--- config.mk ---
export PLATFORM = sky130hd
export DESIGN_NAME = pkt_ctrl_q_flat
export DESIGN_NICKNAME = d
export VERILOG_FILES = /design/src/rtl/pkt_ctrl_pkg.sv /design/src/rtl/pkt_ctrl_q_if.sv /design/src/rtl/pkt_req_fifo.sv /design/src/rtl/pkt_ctrl_q.sv /design/src/flat_wrapper.sv
export SDC_FILE = /design/constraint.sdc
export NUM_CORES = 1
export LEC_CHECK = 0
export BUFFER_PORTS_ARGS = -buffer_cell sky130_fd_sc_hd__clkbuf_2
export CAP_MARGIN = 25
export CORE_MARGIN = 10
export CORE_UTILIZATION = 45
export DETAILED_ROUTE_END_ITERATION = 10
export HOLD_SLACK_MARGIN = 0.06
export MAX_ROUTING_LAYER = met4
export PLACE_DENSITY = 0.67
export SYNTH_ARGS = -nofsm -noshare
export SYNTH_HDL_FRONTEND = slang
export SYNTH_SLANG_ARGS = --single-unit
--- constraint.sdc ---
create_clock -name clk -period 7.9 [get_ports clk]
set_input_delay 0.395 -clock clk [delete_from_list [all_inputs] [get_ports clk]]
set_output_delay 0.395 -clock clk [all_outputs]
set_load 0.02 [all_outputs]
--- src/rtl/pkt_ctrl_pkg.sv ---
`default_nettype none
//==============================================================================
// Module  : pkt_ctrl_pkg
// Purpose : Shared state encoding and default sizing for the queued packet controller.
// Rev     : 1.0 - initial release
//==============================================================================
package pkt_ctrl_pkg;

  typedef enum logic [1:0] {
    IDLE    = 2'd0,
    RUN     = 2'd1,
    RD_DONE = 2'd2,
    WR_DONE = 2'd3
  } pkt_state_e;

  localparam int DEF_LEN_W   = 16;
  localparam int DEF_QDEPTH  = 4;
  localparam int DEF_TIMEOUT = 1024;
  localparam int DEF_CNT_W   = 32;

endpackage
`default_nettype wire

--- src/rtl/pkt_ctrl_q_if.sv ---
`default_nettype none
//==============================================================================
// Module  : pkt_ctrl_q_if
// Purpose : Request, engine handshake and status bundle of the queued packet controller.
// Rev     : 1.0 - initial release
//==============================================================================
interface pkt_ctrl_q_if import pkt_ctrl_pkg::*; #(
  parameter int LEN_W  = DEF_LEN_W,
  parameter int QDEPTH = DEF_QDEPTH,
  parameter int CNT_W  = DEF_CNT_W
);
  logic                      req_valid;
  logic [LEN_W-1:0]          req_len;
  logic                      req_ready;
  logic                      rd_start;
  logic                      wr_start;
  logic [LEN_W-1:0]          xfer_len;
  logic                      rd_ctrl_rdy;
  logic                      wr_ctrl_rdy;
  logic                      abort;
  logic                      err_clr;
  logic [1:0]                state_out;
  logic                      busy;
  logic                      done;
  logic                      timeout_err;
  logic [CNT_W-1:0]          pkt_count;
  logic [$clog2(QDEPTH):0]   q_level;

  modport master (
    output req_valid, req_len, rd_ctrl_rdy, wr_ctrl_rdy, abort, err_clr,
    input  req_ready, rd_start, wr_start, xfer_len, state_out, busy, done,
           timeout_err, pkt_count, q_level
  );

  modport slave (
    input  req_valid, req_len, rd_ctrl_rdy, wr_ctrl_rdy, abort, err_clr,
    output req_ready, rd_start, wr_start, xfer_len, state_out, busy, done,
           timeout_err, pkt_count, q_level
  );

endinterface
`default_nettype wire

--- src/rtl/pkt_req_fifo.sv ---
`default_nettype none
//==============================================================================
// Module  : pkt_req_fifo
// Purpose : Show-ahead synchronous FIFO holding pending transfer lengths.
// Rev     : 1.0 - initial release
//==============================================================================
module pkt_req_fifo #(
  parameter int WIDTH = 16,
  parameter int DEPTH = 4
) (
  input  wire                     clk,
  input  wire                     reset,
  input  wire                     push,
  input  wire  [WIDTH-1:0]        push_data,
  input  wire                     pop,
  output logic [WIDTH-1:0]        pop_data,
  output logic                    full,
  output logic                    empty,
  output logic [$clog2(DEPTH):0]  level
);
  localparam int PTR_W = $clog2(DEPTH);

  logic [WIDTH-1:0] r_mem [DEPTH];
  logic [PTR_W-1:0] r_wr_ptr;
  logic [PTR_W-1:0] r_rd_ptr;
  logic [PTR_W:0]   r_level;
  logic             w_push;
  logic             w_pop;

  // Accept/remove only when legal, so a full-queue push never lands even alongside a pop.
  assign w_push = push && !full;
  assign w_pop  = pop && !empty;

  always_ff @(posedge clk) begin
    if (reset) begin
      r_wr_ptr <= '0;
      r_rd_ptr <= '0;
      r_level  <= '0;
    end else begin
      if (w_push) r_wr_ptr <= r_wr_ptr + PTR_W'(1);
      if (w_pop)  r_rd_ptr <= r_rd_ptr + PTR_W'(1);
      case ({w_push, w_pop})
        2'b10:   r_level <= r_level + (PTR_W+1)'(1);
        2'b01:   r_level <= r_level - (PTR_W+1)'(1);
        default: r_level <= r_level;
      endcase
    end
  end

  always_ff @(posedge clk) begin
    if (w_push) r_mem[r_wr_ptr] <= push_data;
  end

  assign pop_data = r_mem[r_rd_ptr];
  assign full     = (r_level == (PTR_W+1)'(DEPTH));
  assign empty    = (r_level == '0);
  assign level    = r_level;

endmodule
`default_nettype wire

--- src/rtl/pkt_ctrl_q.sv ---
`default_nettype none
//==============================================================================
// Module  : pkt_ctrl_q
// Purpose : Queued packet-transfer controller: dispatch, rd/wr completion, watchdog, abort.
// Rev     : 1.0 - initial release
//==============================================================================
module pkt_ctrl_q import pkt_ctrl_pkg::*; #(
  parameter int LEN_W   = DEF_LEN_W,
  parameter int QDEPTH  = DEF_QDEPTH,
  parameter int TIMEOUT = DEF_TIMEOUT,
  parameter int CNT_W   = DEF_CNT_W
) (
  input  wire          clk,
  input  wire          reset,
  pkt_ctrl_q_if.slave  bus
);
  localparam int              WD_W     = (TIMEOUT > 1) ? $clog2(TIMEOUT) : 1;
  localparam logic [WD_W-1:0] C_WD_MAX = WD_W'((TIMEOUT > 0) ? TIMEOUT - 1 : 0);
  localparam bit              C_WD_EN  = (TIMEOUT > 0);

  pkt_state_e              r_state;
  pkt_state_e              w_next;
  logic [LEN_W-1:0]        w_head;
  logic                    w_full;
  logic                    w_empty;
  logic [$clog2(QDEPTH):0] w_level;
  logic                    w_pop;
  logic                    w_dispatch;
  logic                    w_timeout;
  logic                    w_complete;
  logic                    w_wd_hit;
  logic                    r_start;
  logic [LEN_W-1:0]        r_xfer_len;
  logic [WD_W-1:0]         r_wdog;
  logic [CNT_W-1:0]        r_cnt;
  logic                    r_err;

  pkt_req_fifo #(
    .WIDTH (LEN_W),
    .DEPTH (QDEPTH)
  ) u_req_fifo (
    .clk       (clk),
    .reset     (reset),
    .push      (bus.req_valid),
    .push_data (bus.req_len),
    .pop       (w_pop),
    .pop_data  (w_head),
    .full      (w_full),
    .empty     (w_empty),
    .level     (w_level)
  );

  always_ff @(posedge clk) begin
    if (reset) r_state <= IDLE;
    else       r_state <= w_next;
  end

  // In flight, abort outranks the watchdog, which outranks engine completion.
  always_comb begin
    w_next     = r_state;
    w_pop      = 1'b0;
    w_dispatch = 1'b0;
    w_timeout  = 1'b0;
    w_complete = 1'b0;
    w_wd_hit   = C_WD_EN && (r_wdog == C_WD_MAX);
    case (r_state)
      IDLE: begin
        if (!w_empty) begin
          w_pop = 1'b1;
          if (w_head != '0) begin
            w_dispatch = 1'b1;
            w_next     = RUN;
          end
        end
      end
      RUN: begin
        if (bus.abort) begin
          w_next = IDLE;
        end else if (w_wd_hit) begin
          w_timeout = 1'b1;
          w_next    = IDLE;
        end else if (bus.rd_ctrl_rdy) begin
          w_next = bus.wr_ctrl_rdy ? WR_DONE : RD_DONE;
        end
      end
      RD_DONE: begin
        if (bus.abort) begin
          w_next = IDLE;
        end else if (w_wd_hit) begin
          w_timeout = 1'b1;
          w_next    = IDLE;
        end else if (bus.wr_ctrl_rdy) begin
          w_next = WR_DONE;
        end
      end
      WR_DONE: begin
        w_complete = 1'b1;
        w_next     = IDLE;
      end
      default: w_next = IDLE;
    endcase
  end

  always_ff @(posedge clk) begin
    if (reset) begin
      r_start    <= 1'b0;
      r_xfer_len <= '0;
      r_wdog     <= '0;
      r_cnt      <= '0;
      r_err      <= 1'b0;
    end else begin
      r_start <= w_dispatch;
      if (w_dispatch) begin
        r_xfer_len <= w_head;
        r_wdog     <= '0;
      end else if (r_state == RUN || r_state == RD_DONE) begin
        r_wdog <= r_wdog + WD_W'(1);
      end
      if (w_complete) r_cnt <= r_cnt + CNT_W'(1);
      if (w_timeout)        r_err <= 1'b1;
      else if (bus.err_clr) r_err <= 1'b0;
    end
  end

  assign bus.req_ready   = !w_full;
  assign bus.rd_start    = r_start;
  assign bus.wr_start    = r_start;
  assign bus.xfer_len    = r_xfer_len;
  assign bus.state_out   = r_state;
  assign bus.busy        = (r_state == RUN) || (r_state == RD_DONE);
  assign bus.done        = (r_state == WR_DONE) || ((r_state == IDLE) && w_empty);
  assign bus.timeout_err = r_err;
  assign bus.pkt_count   = r_cnt;
  assign bus.q_level     = w_level;

endmodule
`default_nettype wire

--- src/flat_wrapper.sv ---
// flat-port wrapper written by rule: the top's interface ports become plain ports
module pkt_ctrl_q_flat import pkt_ctrl_pkg::*;
#(
  parameter int LEN_W   = DEF_LEN_W,
  parameter int QDEPTH  = DEF_QDEPTH,
  parameter int TIMEOUT = DEF_TIMEOUT,
  parameter int CNT_W   = DEF_CNT_W
)
  (clk, reset, bus_req_valid, bus_req_len, bus_rd_ctrl_rdy, bus_wr_ctrl_rdy, bus_abort, bus_err_clr, bus_req_ready, bus_rd_start, bus_wr_start, bus_xfer_len, bus_state_out, bus_busy, bus_done, bus_timeout_err, bus_pkt_count, bus_q_level);
  pkt_ctrl_q_if #(.LEN_W(LEN_W), .QDEPTH(QDEPTH), .CNT_W(CNT_W)) bus_i ();
  input  wire clk;
  input  wire reset;
  input wire logic [$bits(bus_i.req_valid)-1:0] bus_req_valid;
  input wire logic [$bits(bus_i.req_len)-1:0] bus_req_len;
  input wire logic [$bits(bus_i.rd_ctrl_rdy)-1:0] bus_rd_ctrl_rdy;
  input wire logic [$bits(bus_i.wr_ctrl_rdy)-1:0] bus_wr_ctrl_rdy;
  input wire logic [$bits(bus_i.abort)-1:0] bus_abort;
  input wire logic [$bits(bus_i.err_clr)-1:0] bus_err_clr;
  output wire logic [$bits(bus_i.req_ready)-1:0] bus_req_ready;
  output wire logic [$bits(bus_i.rd_start)-1:0] bus_rd_start;
  output wire logic [$bits(bus_i.wr_start)-1:0] bus_wr_start;
  output wire logic [$bits(bus_i.xfer_len)-1:0] bus_xfer_len;
  output wire logic [$bits(bus_i.state_out)-1:0] bus_state_out;
  output wire logic [$bits(bus_i.busy)-1:0] bus_busy;
  output wire logic [$bits(bus_i.done)-1:0] bus_done;
  output wire logic [$bits(bus_i.timeout_err)-1:0] bus_timeout_err;
  output wire logic [$bits(bus_i.pkt_count)-1:0] bus_pkt_count;
  output wire logic [$bits(bus_i.q_level)-1:0] bus_q_level;
  assign bus_i.req_valid = bus_req_valid;
  assign bus_i.req_len = bus_req_len;
  assign bus_i.rd_ctrl_rdy = bus_rd_ctrl_rdy;
  assign bus_i.wr_ctrl_rdy = bus_wr_ctrl_rdy;
  assign bus_i.abort = bus_abort;
  assign bus_i.err_clr = bus_err_clr;
  assign bus_req_ready = bus_i.req_ready;
  assign bus_rd_start = bus_i.rd_start;
  assign bus_wr_start = bus_i.wr_start;
  assign bus_xfer_len = bus_i.xfer_len;
  assign bus_state_out = bus_i.state_out;
  assign bus_busy = bus_i.busy;
  assign bus_done = bus_i.done;
  assign bus_timeout_err = bus_i.timeout_err;
  assign bus_pkt_count = bus_i.pkt_count;
  assign bus_q_level = bus_i.q_level;
  pkt_ctrl_q #(.LEN_W(LEN_W), .QDEPTH(QDEPTH), .TIMEOUT(TIMEOUT), .CNT_W(CNT_W)) u_core (.clk(clk), .reset(reset), .bus(bus_i));
endmodule
Word-level counts from Yosys, hierarchy flattened. Memory sizes are Yosys's and may differ from the RTL's. A register that Yosys moved wholly into a read port is not among the register bits. Index checks and enable logic that the tools add are counted.

Add/sub/neg operators: 6. Eq/ne operators: 11. Mux-type cells: 26. Reductions and logical operators: 15.

Operators with widths (count): 32-bit by 1-bit adder with 32-bit output (second input constant) (1); 2-bit 2-to-1 mux (10); 16-bit nonzero test (1); 1-bit 2-to-1 mux (14); 10-bit by 1-bit adder with 10-bit output (second input constant) (1); 10-bit equality test (second input constant) (1); 4-bit by 3-bit != test with 1-bit output (second input constant) (2); 2-bit one-hot mux with 4 select lines (1); 2-bit equality test (second input constant) (3); 3-bit one-hot mux with 2 select lines (1); 2-bit by 1-bit adder with 2-bit output (second input constant) (2); 2-bit by 1-bit equality test with 1-bit output (second input constant) (2); 4-bit AND reduction (1); 2-bit nonzero test (2); 2-bit OR reduction (2); 3-bit by 1-bit adder with 3-bit output (second input constant) (1); 3-bit equality test (second input constant) (1); 1-bit logical AND (3); 3-bit logical NOT (1); 3-bit by 1-bit subtractor with 3-bit output (second input constant) (1); 1-bit logical NOT (2); 2-bit logical NOT (1); 1-bit logical OR (2); 2-bit by 1-bit != test with 1-bit output (second input constant) (1); 2-bit != test (second input constant) (1).

Register bits: 69. Bits in writable memories: 64. Bits of input ports: 23. Output and inout bits: 59. Logic and storage cells: 68. Memories kept: 1.

Memories: u_core.u_req_fifo.r_mem (depth 4, bits a word 16, read ports 1, clocked after Yosys merged registers in 1, wr ports 1, RTL line pkt_req_fifo.sv:23) `logic [WIDTH-1:0] r_mem [DEPTH];`.

Depth between registers and ports, before layout.
Depth after elaboration: 6. Mapped depth: 12. Mapped depth without buffers: 10.

Cells and area by module. A second synthesis with hierarchy kept.

Cells, all modules: 469. Area total of the unflattened synthesis: 5758.0 sq um.

Modules (own cells, without submodules): pkt_ctrl_q (times used 1, cells an instance 331, area each 2936.6 sq um, seq. area each 1241.2 sq um); pkt_req_fifo (times used 1, cells an instance 138, area each 2821.5 sq um, seq. area each 2102.0 sq um).

Worst setup path before layout. No wires, ideal clock.

Path kind: reg2reg. Start point: reg u_core.r_state[0], in the netlist u_core.bus.state_out[0]. End point: reg u_core.u_req_fifo.r_level[2], in the netlist u_core.u_req_fifo.level[2]. Setup time: 0.072 ns. Data arrival time: 2.616 ns. Data required time: 7.828 ns. Setup slack: 5.212 ns. Stages on the path, launching flop included: 13. Buffers on the path: 2. Period minus slack after synthesis: 2.688 ns. Cells stage by stage: dfxtp_1 -> inv_1 -> ha_1 -> nand2b_1 -> buf_2 -> inv_2 -> buf_1 -> ha_1 -> inv_1 -> fa_1 -> xor2_1 -> or3_1 -> a21oi_1.

Longest elaborated chain between the ends: 5. Elaborated cells between the ends (all ways): 7. Classes of those cells: eq/ne (2); mux (2); reduce/logical (3).

RTL lines: start, declared (RTL line pkt_ctrl_q.sv:21) `pkt_state_e r_state;`; start signal, assigned (RTL line pkt_ctrl_q.sv:55) `else r_state <= w_next;`; 2-bit logical NOT (*) (RTL line pkt_ctrl_q.sv:66) `case (r_state)`; 1-bit 2-to-1 mux (*) (RTL line pkt_ctrl_q.sv:66); 1-bit logical AND (*) (RTL line pkt_req_fifo.sv:32) `assign w_pop = pop && !empty;`; named net u_core.u_req_fifo.w_pop (RTL line pkt_req_fifo.sv:28) `logic w_pop;`; 2-bit by 1-bit equality test with 1-bit output or 2-bit equality test (tied branches) (RTL line pkt_req_fifo.sv:42) `case ({w_push, w_pop})`; 3-bit one-hot mux with 2 select lines or 2-bit nonzero test (tied branches); end signal, assigned (RTL line pkt_req_fifo.sv:43) `2'b10: r_level <= r_level + (PTR_W+1)'(1);`; end signal, assigned (RTL line pkt_req_fifo.sv:44) `2'b01: r_level <= r_level - (PTR_W+1)'(1);`; end signal, assigned (RTL line pkt_req_fifo.sv:45) `default: r_level <= r_level;`; end, declared (RTL line pkt_req_fifo.sv:26) `logic [PTR_W:0] r_level;`.

Mark *: on every way through the listed nets, which the timed path passes. The rest lies on a longest branch. A chain may end at the register's enable or synchronous reset.

==> summary.log <==
qor: outcome.run_status finished, final reports clean
qor: pwr.proportion_of_total_power_due_to_net_switching 33.29%
qor: clock_tree.clkSinkCount 135
qor: logic_synthesis.muxShareOfSynthArea 7.341%
qor: clock_tree.resize_count_post_cts 0
qor: logic_synthesis.synth_seq_area_share 59.26%
qor: pwr.intPower 0.001511 W
qor: placement.post_dp_hpwl 8198 microns
qor: global_routing.grt_start_max_net_pins 75
qor: drt.antenna_left 0
qor: logic_synthesis.async_set_reset_flop_share_out_of_synthesis 0%
qor: drt.drt-vias-per-instance 5.222
qor: setup_path.cp.required 8.23 ns
qor: sta.final_cycle_utilization_of_the_critical_path 38.63%
qor: clock_tree.ctsRootBufferMaster clkbuf_16
qor: logic_synthesis.synth.top_cells.by_area edfxtp_1 34%, dfxtp_1 25%, mux4_2 6.4%, xnor2_1 2.9%, xor2_1 2.9%
qor: job.drv_cap 0
qor: logic_synthesis.yosys.area.top_type edfxtp_1
qor: worst_hold_path.worstHoldPathCells 1
qor: floorplan.start_util 46.39%
qor: floorplan.core_area 0.01216 sq mm
qor: drt.drt-initial-drc-count 295
qor: setup_path.worst_setup_path_start_kind flop
qor: pwr.powerDensity 335.1 mW/mm^2
qor: global_routing.grt_first_pass_wirelength 19,140 microns
qor: drt.wire_per_inst 15.91 microns
qor: global_routing.via_count_of_the_first_global_routing_pass 3,718
qor: placement.number_of_port_buffers 81
qor: clock_tree.clk_pin_slew_worst_paths 0.07 ns
qor: global_routing.grt_antenna_before_repair 0
qor: drt.num_vias 3,781
qor: logic_synthesis.yosys.area_share.adder 3.016%
qor: logic_synthesis.syn_inst 463
qor: logic_synthesis.yosysUniqueCellTypes 46
qor: worst_hold_path.timing.hold.worst.class input pin to flop
qor: placement.dp.cells 692
qor: setup_path.arrival_time_of_data_at_the_critical_path_endpoint 3.38 ns
qor: setup_path.critical_path_peak_fanout 20
qor: setup_path.critical_path_class flop to flop
qor: pwr.pwr-share-comb 25.7%
qor: global_routing.grt.total_usage 13.88%
qor: logic_synthesis.syn-cell-area 0.005642 sq mm
qor: pwr.total_switching_power 0.0007541 W
qor: placement.place_congestion 0.8247
qor: sta.clock.fmax 327.7 MHz
qor: cells_and_area.area_growth_syn_to_layout 19.83%
qor: pwr.total_power 0.002265 W
qor: sta.timing.clock.skew 0.01107 ns
qor: global_routing.grt_overflow 0
qor: sta.crit_path_time_final 3.052 ns
qor: worst_hold_path.whs_endpoint u_core.u_req_fifo.r_mem[1][1]
qor: sta.max_slew.worst_pin.slew 0.8961 ns
qor: clock_tree.cts_hold_buf 0
qor: pwr.vdd_ir_drop_max 195.9 uV
qor: sta.maxSlewViolCount 0
qor: logic_synthesis.synth_xor_area_share 5.899%
qor: cells_and_area.fin_cells 724
qor: worst_hold_path.hp-start bus_req_len[1]
qor: logic_synthesis.syn_area_per_cell 12.19 sq um
qor: drt.drcViolationCount 0
qor: drt.detail_route.wirelength 11,520 microns
qor: pwr.power_leakage 2.479 nW
qor: logic_synthesis.postSynth.topFlopCell dfxtp_1
qor: floorplan.die_height 132.0 microns
qor: floorplan.boundary_pins 82
qor: pwr.p_seq_share 39.7%
qor: cells_and_area.finalNetCount 579
qor: sta.max-slew-margin-rel 40.26%
qor: setup_path.r2r_end u_core.bus.state_out[0]
qor: floorplan.floorplan.rows 40
qor: clock_tree.clk-insertion-delay-late 0.42 ns
qor: cells_and_area.antennaDiodeCount 0
qor: cells_and_area.layout-drive-gt1-share 26.80%
qor: sta.rsz0062_at_grt no
qor: setup_path.reg2reg_slack 4.85 ns
qor: clock_tree.cts_buffers 17
qor: logic_synthesis.synth_edf_count 64
qor: pwr.power.share.clock 34.6%
qor: sta.timing.final.setup_violations 0
qor: clock_tree.cts_tree yes
qor: logic_synthesis.net_count_synth 499
qor: logic_synthesis.synthSimpleGateAreaFrac 15.88%
qor: logic_synthesis.synth_largest_type_area_fraction 34.07%
qor: logic_synthesis.dominant_combinational_cell_family_by_area_after_synthesis simple AND/OR/NAND/NOR gates
qor: sta.setup_tns 0 ns
qor: setup_path.r2r.worst_path.cells 6
qor: clock_tree.cts.path.max_buffers 2
qor: clock_tree.post_cts_buffers 0
qor: setup_path.endpoint_type_of_the_worst_setup_path flop
qor: logic_synthesis.synth_seq_cells 135
qor: logic_synthesis.synth_compound_gate_area_share 5.478%
qor: floorplan.die_width 132.0 microns
qor: clock_tree.cts_max_level 4
qor: drt.drt_pass1_iterations 4
qor: floorplan.floorplan.die_area 0.01742 sq mm
qor: sta.finalHoldViolCount 0
qor: cells_and_area.post_route_core_utilization 55.59%
qor: logic_synthesis.synthesis.yosys.warnings 0
[placed cells by master (no fill, tap or decap), drive strengths merged, types with 3 or more instances in the layout]
| cell | Yosys | layout |
|---|---|---|
| clkbuf | 9 | 98 |
| dfxtp | 71 | 71 |
| edfxtp | 64 | 64 |
| nor2 | 42 | 42 |
| nand3 | 33 | 33 |
| inv | 16 | 27 |
| a21oi | 26 | 26 |
| xnor2 | 19 | 19 |
| o21ai | 19 | 19 |
| xor2 | 19 | 19 |
| nor3 | 18 | 18 |
| nand2 | 16 | 16 |
| mux4 | 16 | 16 |
| nand4 | 13 | 13 |
| ha | 12 | 12 |
| and3 | 10 | 10 |
| nor4 | 10 | 10 |
| nor2b | 6 | 6 |
| and4 | 4 | 4 |
| or3 | 3 | 3 |
| mux2 | 3 | 3 |
[critical path, cell delays in order, from the launching register on]
cell and delay [ns]:
dfxtp_1 0.67, buf_8 0.23, mux4_2 0.53, nor4_1 0.45
and4_1 0.70, a2111oi_2 0.17, a211oi_2 0.22
[area by class of cell]
class	instances	area, sq um
fill	1014	5401
sequential	135	3343
multi-input combinational	290	2122
timing repair buffer	83	427.9
clock buffer	17	425.4
tap	168	210.2
clock inverter	15	171.4
inverter	16	60.06
[flip-flops by register name, indices dropped and copies added (netlist names), named ones only]
name,cells
u_core.u_req_fifo.r_mem,64
u_core.bus.xfer_len,16
u_core.u_req_fifo.r_rd_ptr,2
u_core.r_wdog,10
u_core.bus.timeout_err,1
u_core.bus.rd_start,1
u_core.bus.pkt_count,32
u_core.u_req_fifo.r_wr_ptr,2
u_core.u_req_fifo.level,3
u_core.bus.state_out,2
[kinds of logic (layout without fill, tap and decap cells)]
kind of cell	Yosys count	after routing
compound gates	54	54
xor+xnor	38	38
fa+ha+maj	13	13
buf+inv	38	131
flops	135	135
mux	21	21
simple gates	164	164
[cells in the mapped netlist (3+ instances only)]
cell	instances
nor3_2	3
nor2_1	41
a21oi_1	26
nor4_2	3
xor2_1	19
o21ai_0	19
inv_1	15
and4_1	4
and3_1	10
buf_2	3
nor2b_1	6
or3_1	3
nand2_1	16
mux4_2	16
xnor2_1	19
nor4_1	6
dfxtp_1	71
nor3_1	15
nand4_1	12
nand3_1	33
ha_1	12
edfxtp_1	64
mux2_2	3
buf_1	5
clkbuf_1	9
buf_6	3
[power by group through the flow]
stage          clock, W  combinational (W)  sequential, W
2_1_floorplan         0           0.000412       0.000932
3_3_place_gp          0           0.000559       0.000925
3_5_place_dp          0           0.000588       0.000916
4_1_cts        0.000802           0.000592       0.000901
5_1_grt        0.000832           0.000652       0.000911
6_report       0.000784           0.000582       0.000898
[worst max-delay path by stage]
stage	from	to	slack, ns
after floorplan	u_core.bus.state_out[0]	u_core.u_req_fifo.level[2]	5.21
after global placement	flop	u_core.bus.state_out[0]	4.56
after detailed placement	flop	u_core.bus.state_out[0]	4.82
after CTS	flop	u_core.bus.state_out[0]	4.80
after global routing	flop	u_core.r_wdog[3]	4.59
final	flop	u_core.bus.state_out[0]	4.85
[layer usage]
| layer | share of wire [%] | global-route usage, % | vias up |
|---|---|---|---|
| met4 | 1.3 | 4.326 | 0 |
| li1 | - | - | 1857 |
| met5 | 0 | - | - |
| met2 | 48 | 20.42 | 118 |
| met1 | 44 | 17.66 | 1790 |
| met3 | 6.7 | 4.688 | 16 |
[metrics by stage]
step / area (sq um) / hold WS, ns / setup slack (ns)
after floorplan: 5642 / 0.4692 / 5.212
after global placement: 6148 / 0.4545 / 4.559
after detailed placement: 6163 / 0.4617 / 4.824
after CTS: 6760 / 0.1702 / 4.795
after global routing: 6760 / 0.1797 / 4.589
final: 6760 / 0.1880 / 4.848
Power figures use the tool's default switching activity.
